--- src/rtl/serial_cfg_pkg.sv ---
// Shared types and constants for the serial configuration slave.
// Frame: R/W bit, address, data, all MSB first.
package serial_cfg_pkg;

  typedef enum logic [2:0] {
    StIdle,
    StAddr,
    StWdata,
    StRdata,
    StDone
  } state_t;

  // Levels the synchronisers hold in reset: deselected, clock low, data low.
  localparam logic SenIdle  = 1'b1;
  localparam logic SclkIdle = 1'b0;
  localparam logic SdiIdle  = 1'b0;

  function automatic int unsigned frame_len(input int unsigned addr_w,
                                            input int unsigned data_w);
    return 1 + addr_w + data_w;
  endfunction

endpackage

--- src/rtl/cdc_sync.sv ---
// Single-bit multi-flop synchroniser with a configurable reset level.
module cdc_sync #(
  parameter int unsigned SYNC_STAGES = 2,
  parameter logic        RST_VAL     = 1'b0
) (
  input  logic i_clk,
  input  logic i_rst_n,
  input  logic i_d,
  output logic o_q
);

  logic [SYNC_STAGES-1:0] r_sync;

  always_ff @(posedge i_clk or negedge i_rst_n) begin
    if (!i_rst_n) begin
      r_sync <= {SYNC_STAGES{RST_VAL}};
    end else begin
      r_sync <= {r_sync[SYNC_STAGES-2:0], i_d};
    end
  end

  assign o_q = r_sync[SYNC_STAGES-1];

endmodule

--- src/rtl/serial_cfg_slave.sv ---
// Serial register-write slave clocked by master_clk with oversampled sen_n/sclk/sdi.
// Define SERIAL_READBACK_EN to enable read frames shifting rb_data out on sdo.
module serial_cfg_slave
  import serial_cfg_pkg::*;
#(
  parameter int unsigned ADDR_W      = 7,
  parameter int unsigned DATA_W      = 32,
  parameter int unsigned SYNC_STAGES = 2
) (
  input  logic              master_clk,
  input  logic              reset_n,
  input  logic              sen_n,
  input  logic              sclk,
  input  logic              sdi,
  output logic              sdo,
  output logic              serial_strobe,
  output logic [ADDR_W-1:0] serial_addr,
  output logic [DATA_W-1:0] serial_data,
  input  logic [DATA_W-1:0] rb_data,
  output logic [7:0]        frame_err
);

  localparam int unsigned FrameLen = frame_len(ADDR_W, DATA_W);
  localparam int unsigned CntW     = $clog2(FrameLen + 1);
  localparam int unsigned FlushW   = $clog2(SYNC_STAGES + 1);
`ifdef SERIAL_READBACK_EN
  localparam logic ReadOk = 1'b1;
`else
  localparam logic ReadOk = 1'b0;
`endif

  logic w_sen, w_sclk, w_sdi;

  cdc_sync #(.SYNC_STAGES(SYNC_STAGES), .RST_VAL(SenIdle)) u_sync_sen (
    .i_clk(master_clk), .i_rst_n(reset_n), .i_d(sen_n), .o_q(w_sen)
  );
  cdc_sync #(.SYNC_STAGES(SYNC_STAGES), .RST_VAL(SclkIdle)) u_sync_sclk (
    .i_clk(master_clk), .i_rst_n(reset_n), .i_d(sclk), .o_q(w_sclk)
  );
  cdc_sync #(.SYNC_STAGES(SYNC_STAGES), .RST_VAL(SdiIdle)) u_sync_sdi (
    .i_clk(master_clk), .i_rst_n(reset_n), .i_d(sdi), .o_q(w_sdi)
  );

  state_t              r_state;
  logic                r_sen_d, r_sclk_d, r_armed, r_rw, r_over, r_strobe;
  logic [FlushW-1:0]   r_flush;
  logic [CntW-1:0]     r_cnt;
  logic [FrameLen-1:0] r_shift;
  logic [ADDR_W-1:0]   r_addr;
  logic [DATA_W-1:0]   r_data;
  logic [7:0]          r_err;

  logic                w_sen_fall, w_sen_rise, w_sclk_rise, w_addr_last, w_good;
  logic [CntW-1:0]     w_cnt_next;
  logic [FrameLen-1:0] w_shift_next;
  logic [7:0]          w_err_inc;

  // Falls are only honoured once sen_n has been seen high after reset, so a frame
  // already running at reset release is never decoded.
  assign w_sen_fall   = r_armed & r_sen_d & ~w_sen;
  assign w_sen_rise   = ~r_sen_d & w_sen;
  assign w_sclk_rise  = ~w_sen & w_sclk & ~r_sclk_d;
  assign w_cnt_next   = r_cnt + 1'b1;
  assign w_shift_next = {r_shift[FrameLen-2:0], w_sdi};
  assign w_addr_last  = (r_state == StAddr) && w_sclk_rise &&
                        (w_cnt_next == CntW'(1 + ADDR_W));
  assign w_good       = (r_state == StDone) && !r_over && (!r_rw || ReadOk);
  assign w_err_inc    = (r_err == 8'hFF) ? r_err : r_err + 8'd1;

  always_ff @(posedge master_clk or negedge reset_n) begin
    if (!reset_n) begin
      r_state  <= StIdle;
      r_sen_d  <= SenIdle;
      r_sclk_d <= SclkIdle;
      r_flush  <= '0;
      r_armed  <= 1'b0;
      r_cnt    <= '0;
      r_shift  <= '0;
      r_rw     <= 1'b0;
      r_over   <= 1'b0;
      r_strobe <= 1'b0;
      r_addr   <= '0;
      r_data   <= '0;
      r_err    <= '0;
    end else begin
      r_sen_d  <= w_sen;
      r_sclk_d <= w_sclk;
      r_strobe <= 1'b0;
      if (r_flush != FlushW'(SYNC_STAGES)) begin
        r_flush <= r_flush + 1'b1;
      end else if (w_sen) begin
        r_armed <= 1'b1;
      end
      if (w_sen_fall) begin
        if (r_state != StIdle) r_err <= w_err_inc;
        r_state <= StAddr;
        r_cnt   <= '0;
        r_over  <= 1'b0;
      end else if (w_sen_rise) begin
        if (w_good) begin
          if (!r_rw) begin
            r_strobe <= 1'b1;
            r_data   <= r_shift[DATA_W-1:0];
          end
        end else if (r_state != StIdle) begin
          r_err <= w_err_inc;
        end
        r_state <= StIdle;
      end else if (w_sclk_rise) begin
        unique case (r_state)
          StAddr: begin
            r_shift <= w_shift_next;
            r_cnt   <= w_cnt_next;
            if (w_addr_last) begin
              r_addr  <= w_shift_next[ADDR_W-1:0];
              r_rw    <= w_shift_next[ADDR_W];
              r_state <= w_shift_next[ADDR_W] ? StRdata : StWdata;
            end
          end
          StWdata, StRdata: begin
            r_shift <= w_shift_next;
            r_cnt   <= w_cnt_next;
            if (w_cnt_next == CntW'(FrameLen)) r_state <= StDone;
          end
          StDone:  r_over <= 1'b1;
          default: ;
        endcase
      end
    end
  end

  assign serial_strobe = r_strobe;
  assign serial_addr   = r_addr;
  assign serial_data   = r_data;
  assign frame_err     = r_err;

`ifdef SERIAL_READBACK_EN
  logic [DATA_W-1:0] r_rb;
  logic              r_sdo;
  logic              w_sclk_fall;

  assign w_sclk_fall = ~w_sen & ~w_sclk & r_sclk_d;

  always_ff @(posedge master_clk or negedge reset_n) begin
    if (!reset_n) begin
      r_rb  <= '0;
      r_sdo <= 1'b0;
    end else if (w_addr_last && w_shift_next[ADDR_W]) begin
      r_rb  <= rb_data;
      r_sdo <= 1'b0;
    end else if ((r_state == StRdata) && w_sclk_fall) begin
      r_sdo <= r_rb[DATA_W-1];
      r_rb  <= r_rb << 1;
    end else if (r_state != StRdata) begin
      r_sdo <= 1'b0;
    end
  end

  assign sdo = r_sdo;
`else
  logic w_unused_rb;
  assign w_unused_rb = ^rb_data;
  assign sdo         = 1'b0;
`endif

endmodule

--- config.mk ---
export PLATFORM = sky130hd
export DESIGN_NAME = serial_cfg_slave
export DESIGN_NICKNAME = d
export VERILOG_FILES = /design/src/rtl/serial_cfg_pkg.sv /design/src/rtl/cdc_sync.sv /design/src/rtl/serial_cfg_slave.sv
export SDC_FILE = /design/constraint.sdc
export NUM_CORES = 1
export LEC_CHECK = 0
export BUFFER_PORTS_ARGS = -buffer_cell sky130_fd_sc_hd__buf_4
export CAP_MARGIN = 20
export CELL_PAD_IN_SITES_DETAIL_PLACEMENT = 1
export CELL_PAD_IN_SITES_GLOBAL_PLACEMENT = 1
export CORE_MARGIN = 8
export CORE_UTILIZATION = 44
export DETAILED_ROUTE_END_ITERATION = 8
export PLACE_DENSITY = 0.79
export SYNTH_ARGS = -nofsm -noshare
export SYNTH_HDL_FRONTEND = slang
export SYNTH_HIERARCHICAL = 1
export SYNTH_SLANG_ARGS = --single-unit
--- constraint.sdc ---
create_clock -name master_clk -period 2.5 [get_ports master_clk]
set_clock_uncertainty 0.15 [all_clocks]
set_input_delay 0.125 -clock master_clk [delete_from_list [all_inputs] [get_ports master_clk]]
set_output_delay 0.125 -clock master_clk [all_outputs]
set_load 0.03 [all_outputs]
==> flow_summary_export.csv <==
group,metric,value,unit
setup_path,r2r_setup_slack,250,ps
cells_and_area,final_common_cell,"dfrtp_1",
synthesis,synthMuxAreaShare,20.5,%
power,power.leakage,2.46,nW
clock_tree,clock_path_buffers,2,
synthesis,synth_area,0.00402,mm^2
run,maxCapViolations,0,
power,power.density,661,mW/mm^2
route,ant_nets,0,
synthesis,ys_seq_elements,102,
status,status,"completed",
cells_and_area,antenna_cells,0,
die,start_util,44.3,%
route,viasPerCell,5.28,
timing,layout_setup_ws,250,ps
place,gp_congestion,0.842,
setup_path,crit_path_end_kind,"flip-flop",
die,placementRows,35,
setup_path,worstSetupPathType,"flip-flop to flip-flop",
timing,drv_slew,0,
route,drt-total-wl,7980,um
setup_path,crit_fanout,8,
global_route,grt_max_degree,51,
clock_tree,htreeDepth,3,
timing,final_hold_viol_count,0,
timing,worst_slew_pin_slew,650,ps
timing,period_minus_slack,2250,ps
synthesis,synthDistinctLibCells,39,
synthesis,yosys.area_share.simple,7.23,%
clock_tree,root_buffer,"clkbuf_8",
die,coreArea,0.00906,mm^2
global_route,overflow,0,
die,dieArea,0.0124,mm^2
clock_tree,cts_buffers,9,
synthesis,synth_nets,316,
clock_tree,cts_sinks,102,
setup_path,cpLargestDelayFamily,"simple AND/OR/NAND/NOR gates",
timing,setup_viol,0,
clock_tree,hold_buffers,4,
global_route,grtUsageTotal,13.4,%
place,hpwl,5520,um
setup_path,crit_arrival,2360,ps
setup_path,cp_slowest_cell,"or4b_1",
power,vdd_drop_max,0.328,mV
synthesis,yosys.area_share.adder,0.935,%
cells_and_area,final_util,53.2,%
die,fp.dieW,112,um
synthesis,synth_compound_area_share,3.30,%
synthesis,yosysWarningCount,6,
cells_and_area,layout_common_cells,"dfrtp_1 (99), mux2_2 (73), buf_4 (61)",
clock_tree,cts_tree,"yes",
synthesis,synth_top_family_by_area,"multiplexers",
die,io_pins,86,
clock_tree,worst_skew_pair.late_latency,370,ps
global_route,grt_pass1_wl,13500,um
place,dp_slack,248,ps
place,port_buffers,52,
route,dr.pass1.iters,4,
cells_and_area,drive_gt1_share,45.0,%
clock_tree,post-cts-setup-buffers,0,
global_route,grt_pass1_vias,2614,
setup_path,critical_path_buf_inv_count,1,
route,drt_iter0_markers,35,
synthesis,avgSynthCellArea,14.6,um^2
timing,finalCritPeriodShare,90.0,%
route,vias,2431,
setup_path,crit_chain,"or4b_1 -> nor4_4 -> buf_4 -> mux2_2",
synthesis,synth_xor_area_share,2.83,%
timing,tns,0,ps
route,wl_per_cell,17.3,um
clock_tree,cts_resized,0,
global_route,antenna_found_initial,0,
cells_and_area,areaGrowthSynthToFinish,20.0,%
route,drc_errors,0,
timing,max_freq,0.444,GHz
timing,slew_headroom,56.7,%
synthesis,synth-seq-area-share,63.6,%
die,die_h,112,um
timing,rsz0062_at_grt,"no",
setup_path,slowest_delay,680,ps
hold_path,hp-class,"primary input to async pin",
cells_and_area,nets,384,
setup_path,crit_required,2610,ps
setup_path,crit_path_start_kind,"flip-flop",
clock_tree,clkTransAtPathRegs,110,ps
synthesis,syn_inst,276,
[per-stage QoR]
stage | power, mW | cell area (um^2) | hold WS [ps] | cells
2_1_floorplan | 2.04 | 4020 | -321 | 276
3_3_place_gp | 2.19 | 4590 | 27.5 | 440
3_5_place_dp | 2.21 | 4590 | 32.1 | 440
4_1_cts | 3.24 | 4820 | 167 | 460
5_1_grt | 3.34 | 4820 | 194 | 460
6_report | 3.18 | 4820 | 152 | 460
[flip-flops by register name, summed over array words and instances, names as in the netlist]
register,flops
r_state,3
frame_err,8
serial_data,32
r_rw,1
r_sen_d,1
r_cnt,6
u_sync_sen/r_sync,2
serial_strobe,1
r_sclk_d,1
r_shift,32
serial_addr,7
u_sync_sclk/r_sync,2
r_flush,2
u_sync_sdi/r_sync,2
r_armed,1
r_over,1
[metal layers]
| metal | global-route usage (%) | share of wire [%] | up-vias |
|---|---|---|---|
| li1 | - | - | 1116 |
| met1 | 17.0 | 46 | 1258 |
| met2 | 20.9 | 48 | 46 |
| met3 | 4.27 | 4.8 | 11 |
| met4 | 5.56 | 1.8 | 0 |
| met5 | 0 | 0 | - |
[final timing paths]
check | depth (start not counted) | start | endpoint
worst max-delay path | 4 | r_state[2] | serial_addr[1]
worst min register to register | 0 | u_sync_sclk/r_sync[0] | u_sync_sclk/r_sync[1]
worst max register to register | 4 | r_state[2] | serial_addr[1]
max in group asynchronous | 3 | reset_n | u_sync_sen/r_sync[0]
worst min-delay path | 2 | reset_n | frame_err[1]
min in group master_clk | 0 | u_sync_sclk/r_sync[0] | u_sync_sclk/r_sync[1]
[cell type report]
class / count / area, um^2
well taps: 111 / 139
flip-flops and latches: 102 / 2560
clock buffers: 10 / 128
clock inverters: 6 / 62.6
inverters: 4 / 15.0
fillers: 944 / 4250
repair buffers: 66 / 518
multi-input cells: 161 / 1400
[power breakdown]
part / internal (mW) / switching (mW) / total (mW)
clock: 0.393 / 0.615 / 1.01
combinational: 0.141 / 0.207 / 0.347
sequential: 1.73 / 0.101 / 1.83
[synth_stat cells]
master	instances	area share, %
dfrtp_1	99	62
mux2_2	73	20
nor2_1	12	1.1
nand2_1	9	0.84
xor2_1	7	1.5
nand3_1	6	0.75
xnor2_1	6	1.3
nor4_1	5	0.78
clkbuf_1	4	0.37
inv_1	4	0.37
nor3_1	4	0.50
nor3b_1	4	0.75
o21ai_0	4	0.50
a21oi_1	3	0.37
buf_2	3	0.37
dfstp_2	3	2.0
ha_1	3	0.93
nand4_1	3	0.47
a2111oi_0	2	0.44
a32oi_1	2	0.44
buf_4	2	0.37
a21boi_0	1	0.19
a21o_1	1	0.19
a31o_2	1	0.22
a31oi_1	1	0.16
and3b_1	1	0.22
conb_1	1	0.093
nand2b_1	1	0.16
nand3b_1	1	0.19
nor2_2	1	0.16
nor2b_1	1	0.16
nor4_4	1	0.53
nor4b_1	1	0.22
o21a_1	1	0.19
o21ba_2	1	0.25
o22ai_1	1	0.16
o41ai_1	1	0.22
or3_1	1	0.16
or4b_1	1	0.25
[kinds of logic (layout without fill, tap and decap cells)]
| group | after synthesis | after routing |
|---|---|---|
| AOI/OAI and AO/OA | 19 | 19 |
| xor gates and xnor gates | 13 | 13 |
| adders and majority gates | 3 | 3 |
| buffers and inverters | 13 | 86 |
| DFF | 102 | 102 |
| muxes | 73 | 73 |
| other | 1 | 1 |
| and+or+nand+nor | 52 | 52 |
(Power assumes the default switching activity.)
